## config.mk

```make
export PLATFORM = sky130hd
export DESIGN_NAME = seven_seg_scan_capture
export DESIGN_NICKNAME = d
export VERILOG_FILES = /design/src/rtl/seven_seg_scan_capture.sv
export SDC_FILE = /design/constraint.sdc
export NUM_CORES = 1
export LEC_CHECK = 0
export ABC_CLOCK_PERIOD_IN_PS = 3370
export CAP_MARGIN = 20
export CORE_UTILIZATION = 30
export DETAILED_ROUTE_END_ITERATION = 16
export SETUP_SLACK_MARGIN = 0.02
export SLEW_MARGIN = 20
export SYNTH_ARGS = -nofsm -noshare
export SYNTH_HDL_FRONTEND = slang
export SYNTH_SLANG_ARGS = --single-unit
```

## constraint.sdc

```tcl
create_clock -name clk -period 3.37 [get_ports clk]
set_clock_uncertainty 0.1 [all_clocks]
set_input_delay 0.674 -clock clk [delete_from_list [all_inputs] [get_ports clk]]
set_output_delay 0.674 -clock clk [all_outputs]
set_load 0.01 [all_outputs]
```

## src/rtl/seven_seg_scan_capture.sv

```systemverilog
// Receive side of a multiplexed 4-digit 7-segment display: samples anode/cathode pins,
// waits for each digit slot to settle, decodes it to a nibble and publishes whole frames.
module seven_seg_scan_capture #(
  parameter int STABLE_CYCLES = 16
) (
  input  logic        clk,
  input  logic        rst,
  input  logic [3:0]  an,
  input  logic [6:0]  seg,
  output logic [15:0] hex_out,
  output logic        frame_valid,
  output logic        pattern_err
);

  typedef enum logic [1:0] {
    ST_WAIT   = 2'd0,
    ST_SETTLE = 2'd1,
    ST_HOLD   = 2'd2
  } state_t;

  localparam logic [7:0] CNT_LAST = 8'(STABLE_CYCLES - 1);

  // Decode result: {is_digit, is_blank, nibble}
  function automatic logic [5:0] decode_seg(input logic [6:0] s);
    logic [5:0] r;
    case (s)
      7'b0000001: r = {2'b10, 4'h0};
      7'b1001111: r = {2'b10, 4'h1};
      7'b0010010: r = {2'b10, 4'h2};
      7'b0000110: r = {2'b10, 4'h3};
      7'b1001100: r = {2'b10, 4'h4};
      7'b0100100: r = {2'b10, 4'h5};
      7'b0100000: r = {2'b10, 4'h6};
      7'b0001111: r = {2'b10, 4'h7};
      7'b0000000: r = {2'b10, 4'h8};
      7'b0000100: r = {2'b10, 4'h9};
      7'b0001000: r = {2'b10, 4'hA};
      7'b1100000: r = {2'b10, 4'hB};
      7'b0110001: r = {2'b10, 4'hC};
      7'b1000010: r = {2'b10, 4'hD};
      7'b0110000: r = {2'b10, 4'hE};
      7'b0111000: r = {2'b10, 4'hF};
      7'b1111111: r = {2'b01, 4'h0};
      default:    r = {2'b00, 4'h0};
    endcase
    return r;
  endfunction

  function automatic logic one_cold(input logic [3:0] a);
    logic r;
    case (a)
      4'b1110, 4'b1101, 4'b1011, 4'b0111: r = 1'b1;
      default:                            r = 1'b0;
    endcase
    return r;
  endfunction

  function automatic logic [1:0] slot_index(input logic [3:0] a);
    logic [1:0] r;
    case (a)
      4'b1110: r = 2'd0;
      4'b1101: r = 2'd1;
      4'b1011: r = 2'd2;
      4'b0111: r = 2'd3;
      default: r = 2'd0;
    endcase
    return r;
  endfunction

  logic [3:0]       an_meta_q, an_sync_q, an_prev_q;
  logic [6:0]       seg_meta_q, seg_sync_q, seg_prev_q;
  state_t           state_q, state_d;
  logic [7:0]       cnt_q, cnt_d, cnt_inc_s;
  logic [3:0][3:0]  shadow_q, shadow_d;
  logic [3:0]       seen_q, seen_d, seen_next_s;
  logic [15:0]      hex_q, hex_d;
  logic             frame_valid_q, frame_valid_d;
  logic             pattern_err_q, pattern_err_d;
  logic             changed_s, valid_slot_s, capture_s;
  logic [5:0]       dec_s;
  logic [1:0]       idx_s;

  // Two-flop synchronizers plus a one-cycle history for change detection.
  always_ff @(posedge clk or negedge rst) begin
    if (!rst) begin
      an_meta_q  <= 4'hF;
      an_sync_q  <= 4'hF;
      an_prev_q  <= 4'hF;
      seg_meta_q <= 7'h7F;
      seg_sync_q <= 7'h7F;
      seg_prev_q <= 7'h7F;
    end else begin
      an_meta_q  <= an;
      an_sync_q  <= an_meta_q;
      an_prev_q  <= an_sync_q;
      seg_meta_q <= seg;
      seg_sync_q <= seg_meta_q;
      seg_prev_q <= seg_sync_q;
    end
  end

  assign changed_s    = ({an_sync_q, seg_sync_q} != {an_prev_q, seg_prev_q});
  assign valid_slot_s = one_cold(an_sync_q);
  assign cnt_inc_s    = (cnt_q == 8'hFF) ? 8'hFF : (cnt_q + 8'd1);
  assign dec_s        = decode_seg(seg_sync_q);
  assign idx_s        = slot_index(an_sync_q);

  always_comb begin
    state_d   = state_q;
    cnt_d     = cnt_q;
    capture_s = 1'b0;
    case (state_q)
      ST_WAIT: begin
        cnt_d = 8'd0;
        if (valid_slot_s) begin
          state_d = ST_SETTLE;
        end else begin
          state_d = ST_WAIT;
        end
      end
      ST_SETTLE: begin
        if (changed_s) begin
          cnt_d   = 8'd0;
          state_d = valid_slot_s ? ST_SETTLE : ST_WAIT;
        end else if (cnt_q >= CNT_LAST) begin
          capture_s = 1'b1;
          cnt_d     = cnt_inc_s;
          state_d   = ST_HOLD;
        end else begin
          cnt_d = cnt_inc_s;
        end
      end
      ST_HOLD: begin
        if (changed_s) begin
          cnt_d   = 8'd0;
          state_d = valid_slot_s ? ST_SETTLE : ST_WAIT;
        end else begin
          cnt_d = cnt_inc_s;
        end
      end
      default: begin
        cnt_d   = 8'd0;
        state_d = ST_WAIT;
      end
    endcase
  end

  // A completed frame includes the nibble being captured this cycle.
  always_comb begin
    shadow_d      = shadow_q;
    seen_d        = seen_q;
    seen_next_s   = seen_q;
    hex_d         = hex_q;
    frame_valid_d = 1'b0;
    pattern_err_d = 1'b0;
    if (capture_s) begin
      if (dec_s[5]) begin
        shadow_d[idx_s] = dec_s[3:0];
        seen_next_s     = seen_q | (4'b0001 << idx_s);
        if (seen_next_s == 4'hF) begin
          hex_d         = shadow_d;
          frame_valid_d = 1'b1;
          seen_d        = 4'h0;
        end else begin
          seen_d = seen_next_s;
        end
      end else if (dec_s[4]) begin
        seen_d = seen_q;
      end else begin
        pattern_err_d = 1'b1;
      end
    end else begin
      seen_d = seen_q;
    end
  end

  always_ff @(posedge clk or negedge rst) begin
    if (!rst) begin
      state_q       <= ST_WAIT;
      cnt_q         <= 8'd0;
      shadow_q      <= '0;
      seen_q        <= 4'h0;
      hex_q         <= 16'h0000;
      frame_valid_q <= 1'b0;
      pattern_err_q <= 1'b0;
    end else begin
      state_q       <= state_d;
      cnt_q         <= cnt_d;
      shadow_q      <= shadow_d;
      seen_q        <= seen_d;
      hex_q         <= hex_d;
      frame_valid_q <= frame_valid_d;
      pattern_err_q <= pattern_err_d;
    end
  end

  assign hex_out     = hex_q;
  assign frame_valid = frame_valid_q;
  assign pattern_err = pattern_err_q;

endmodule

```

==> flow_summary.ini <==
[run_status]
outcome = complete, no violations

[layout]
fillCellCount = 1171
insertedDiodeCount = 0
syn_to_final_growth_pct = 19.6
mostFrequentLayoutCell = dfrtp_1
finalNetCount = 341
final_cells = 475
drive_gt1_frac = 0.320
layout_common_cells = dfrtp_1, mux2_2, dfstp_2

[setup_path]
worstPathArrival_ns = 3.25
rr_worst_depth = 6
start_kind = flip-flop
crit_type = flip-flop to flip-flop
critPathMaxStageDelay_ns = 0.76
cp_top_family = simple AND/OR/NAND/NOR gates
crit_buf_inv = 0
critPathSlowestCell = dfstp_2
crit_start = seg_sync_q[5]
crit_chain = or4b_2 > a21oi_1 > a311oi_1 > a211oi_4 > and2b_1 > mux2_2
critPathRequiredTime_ns = 3.48
cp-end-kind = flip-flop
reg2reg_to = shadow_q[1]
r2r_start = seg_sync_q[5]
r2r_slack_ns = 0.24
critPathMaxFanout = 21

[sta]
final_max_slew_viol_count = 0
setup_violations = 0
hold_viol = 0
worstMarginPinSlew_ns = 0.954
tns_ns = 0
whs_ns = 0.254
finalCriticalPeriod_ns = 3.13
max_freq_mhz = 319
rsz0062_at_grt = no
slew_headroom = 0.357
finalCritPeriodShare = 0.930

[synthesis]
syn_area_per_cell_um2 = 12.6
syn_inst = 293
async_flop_share = 1.00
synth_seq_area_share = 0.560
synth-main-ff-cell = dfrtp_1
synth_seq_cells = 81
syn-num-nets = 311
ys.warnings.count = 0
syn_area_mm2 = 0.00370
ys_types = 57
synth_edf_count = 0

[grt]
grt_start_max_net_pins = 82
antenna_found_initial = 0
grt_pass1_wl_mm = 11.6
grt_usage = 0.117
first_global_vias = 2266
grt.overflow.total = 0

[drt]
first_pass_iters = 4
wl_met3_um = 344
drt-wirelength-per-cell_um = 14.5
via_per_inst = 4.83
routed_wl_mm = 6.89
num_vias = 2295
dr.max_layer_used = met4
drc = 0
wl_met2_mm = 2.95
drt_iter0_drc = 101
wl_met1_mm = 3.50
antenna_left = 0

[power_and_ir_drop]
peakVddDrop_mv = 0.240
leakagePower_nw = 1.89
cellPowerDensity_mw_per_mm2 = 462

[floorplan]
start_util = 0.308
num_io_pins = 31
die_w_um = 113
die_h_um = 113
rows = 40
dieArea_mm2 = 0.0128
core_mm2 = 0.0120

[worst_hold_path]
min-delay-start = an_meta_q[2]
min_path_type = flip-flop to flip-flop
holdPathEnd = an_sync_q[2]
hold_depth = 0

[clock_network]
clock_latency_ns = 0.33
cts_buffers = 9
clockBufferDepth = 2
postCtsSetupRepairBufs = 0
cts.clk_slew.worst_paths_ns = 0.06
cts_sinks = 81
ctsHoldBuffers = 0
cts_tree = yes
cts-root-buf = clkbuf_16
cts_resized = 0
htreeDepth = 3

[placement]
place_hpwl_mm = 4.43
io_buffers = 30
dp_cells = 459
place_congestion = 0.768

[job]
maxCapViolCount = 0
==> synth_stat cells (2+ instances only) <==
library cell | n | area [µm²]
nor4_1 | 4 | 25.0
clkbuf_1 | 5 | 18.8
nor3_1 | 5 | 25.0
dfstp_2 | 33 | 867
ha_1 | 5 | 62.6
or3b_2 | 2 | 17.5
xnor2_1 | 3 | 26.3
o21ai_1 | 2 | 10.0
nand3_1 | 6 | 30.0
nand2_1 | 13 | 48.8
a31oi_1 | 4 | 25.0
dfrtp_1 | 48 | 1200
or4b_2 | 2 | 20.0
mux2_4 | 9 | 135
mux2_2 | 35 | 394
xor2_1 | 14 | 123
a21oi_1 | 15 | 75.1
nand3b_1 | 5 | 37.5
and3_1 | 2 | 12.5
nor2_1 | 12 | 45.0
nand4b_1 | 2 | 17.5
nand2b_1 | 5 | 31.3
buf_1 | 3 | 11.3
inv_1 | 8 | 30.0
a211o_1 | 3 | 26.3
nand4_1 | 6 | 37.5
o21ai_0 | 7 | 35.0
buf_2 | 5 | 25.0
o31ai_1 | 2 | 15.0
==> worst max-delay path by stage <==
stage	endpoint	cells past startpoint
after detailed placement	shadow_q[11]	6
after CTS	shadow_q[11]	6
after global routing	shadow_q[8]	6
after global placement	shadow_q[3]	6
final	shadow_q[1]	6
after floorplan	hex_out[10]	8
==> logic make-up (layout without fill, tap and decap cells) <==
logic type,Yosys count,in the layout,share of synthesized area
fa+ha+maj,5,5,0.0169
mux,44,44,0.143
compound gates,49,49,0.0931
flops,81,81,0.560
buf+inv,22,57,0.0261
simple gates,75,75,0.121
xor+xnor,17,17,0.0403
==> where the power goes <==
| part | total (W) | internal (W) | switching, W |
|---|---|---|---|
| sequential | 0.00105 | 0.00101 | 0.0000351 |
| clock | 0.000897 | 0.000539 | 0.000359 |
| combinational | 0.0000965 | 0.0000437 | 0.0000528 |
| total | 0.00204 | 0.00159 | 0.000447 |
==> state kept, by name, indices dropped and copies added (netlist names) <==
name,count
cnt_q,8
frame_valid,1
an_sync_q,4
an_prev_q,4
seg_meta_q,7
seen_q,4
hex_out,16
shadow_q,16
an_meta_q,4
seg_sync_q,7
seg_prev_q,7
pattern_err,1
state_q,2
==> worst reg2reg max path, cell delays in order, from the launching register on <==
cell	delay, ns
dfstp_2	0.76
or4b_2	0.62
a21oi_1	0.28
a311oi_1	0.15
a211oi_4	0.45
and2b_1	0.30
mux2_2	0.36
==> stage by stage <==
| step | total power, W | worst slack (ns) | util | instance area (µm²) |
|---|---|---|---|---|
| CTS | 0.00207 | 0.236 | 0.368 | 4420 |
| finish | 0.00204 | 0.237 | 0.368 | 4420 |
| global route | 0.00213 | 0.112 | 0.368 | 4420 |
| floorplan | 0.00111 | 0.601 | - | 3700 |
| detailed placement | 0.00116 | 0.249 | 0.345 | 4140 |
| global placement | 0.00116 | 0.355 | 0.345 | 4140 |
==> metal layers <==
| layer | up-vias | global-route usage |
|---|---|---|
| met5 | - | 0 |
| met4 | 0 | 0.0421 |
| met3 | 9 | 0.0375 |
| met2 | 53 | 0.163 |
| met1 | 1112 | 0.169 |
| li1 | 1121 | - |
==> layout make-up <==
cell class	instances	area, µm²	area share
Tap cell	147	184	0.0416
Clock inverter	2	11.3	0.00255
Multi-Input combinational cell	190	1540	0.348
Timing Repair Buffer	33	324	0.0733
Inverter	8	30.0	0.00679
Clock buffer	14	264	0.0597
Sequential cell	81	2070	0.468
(Power assumes the default switching activity.)
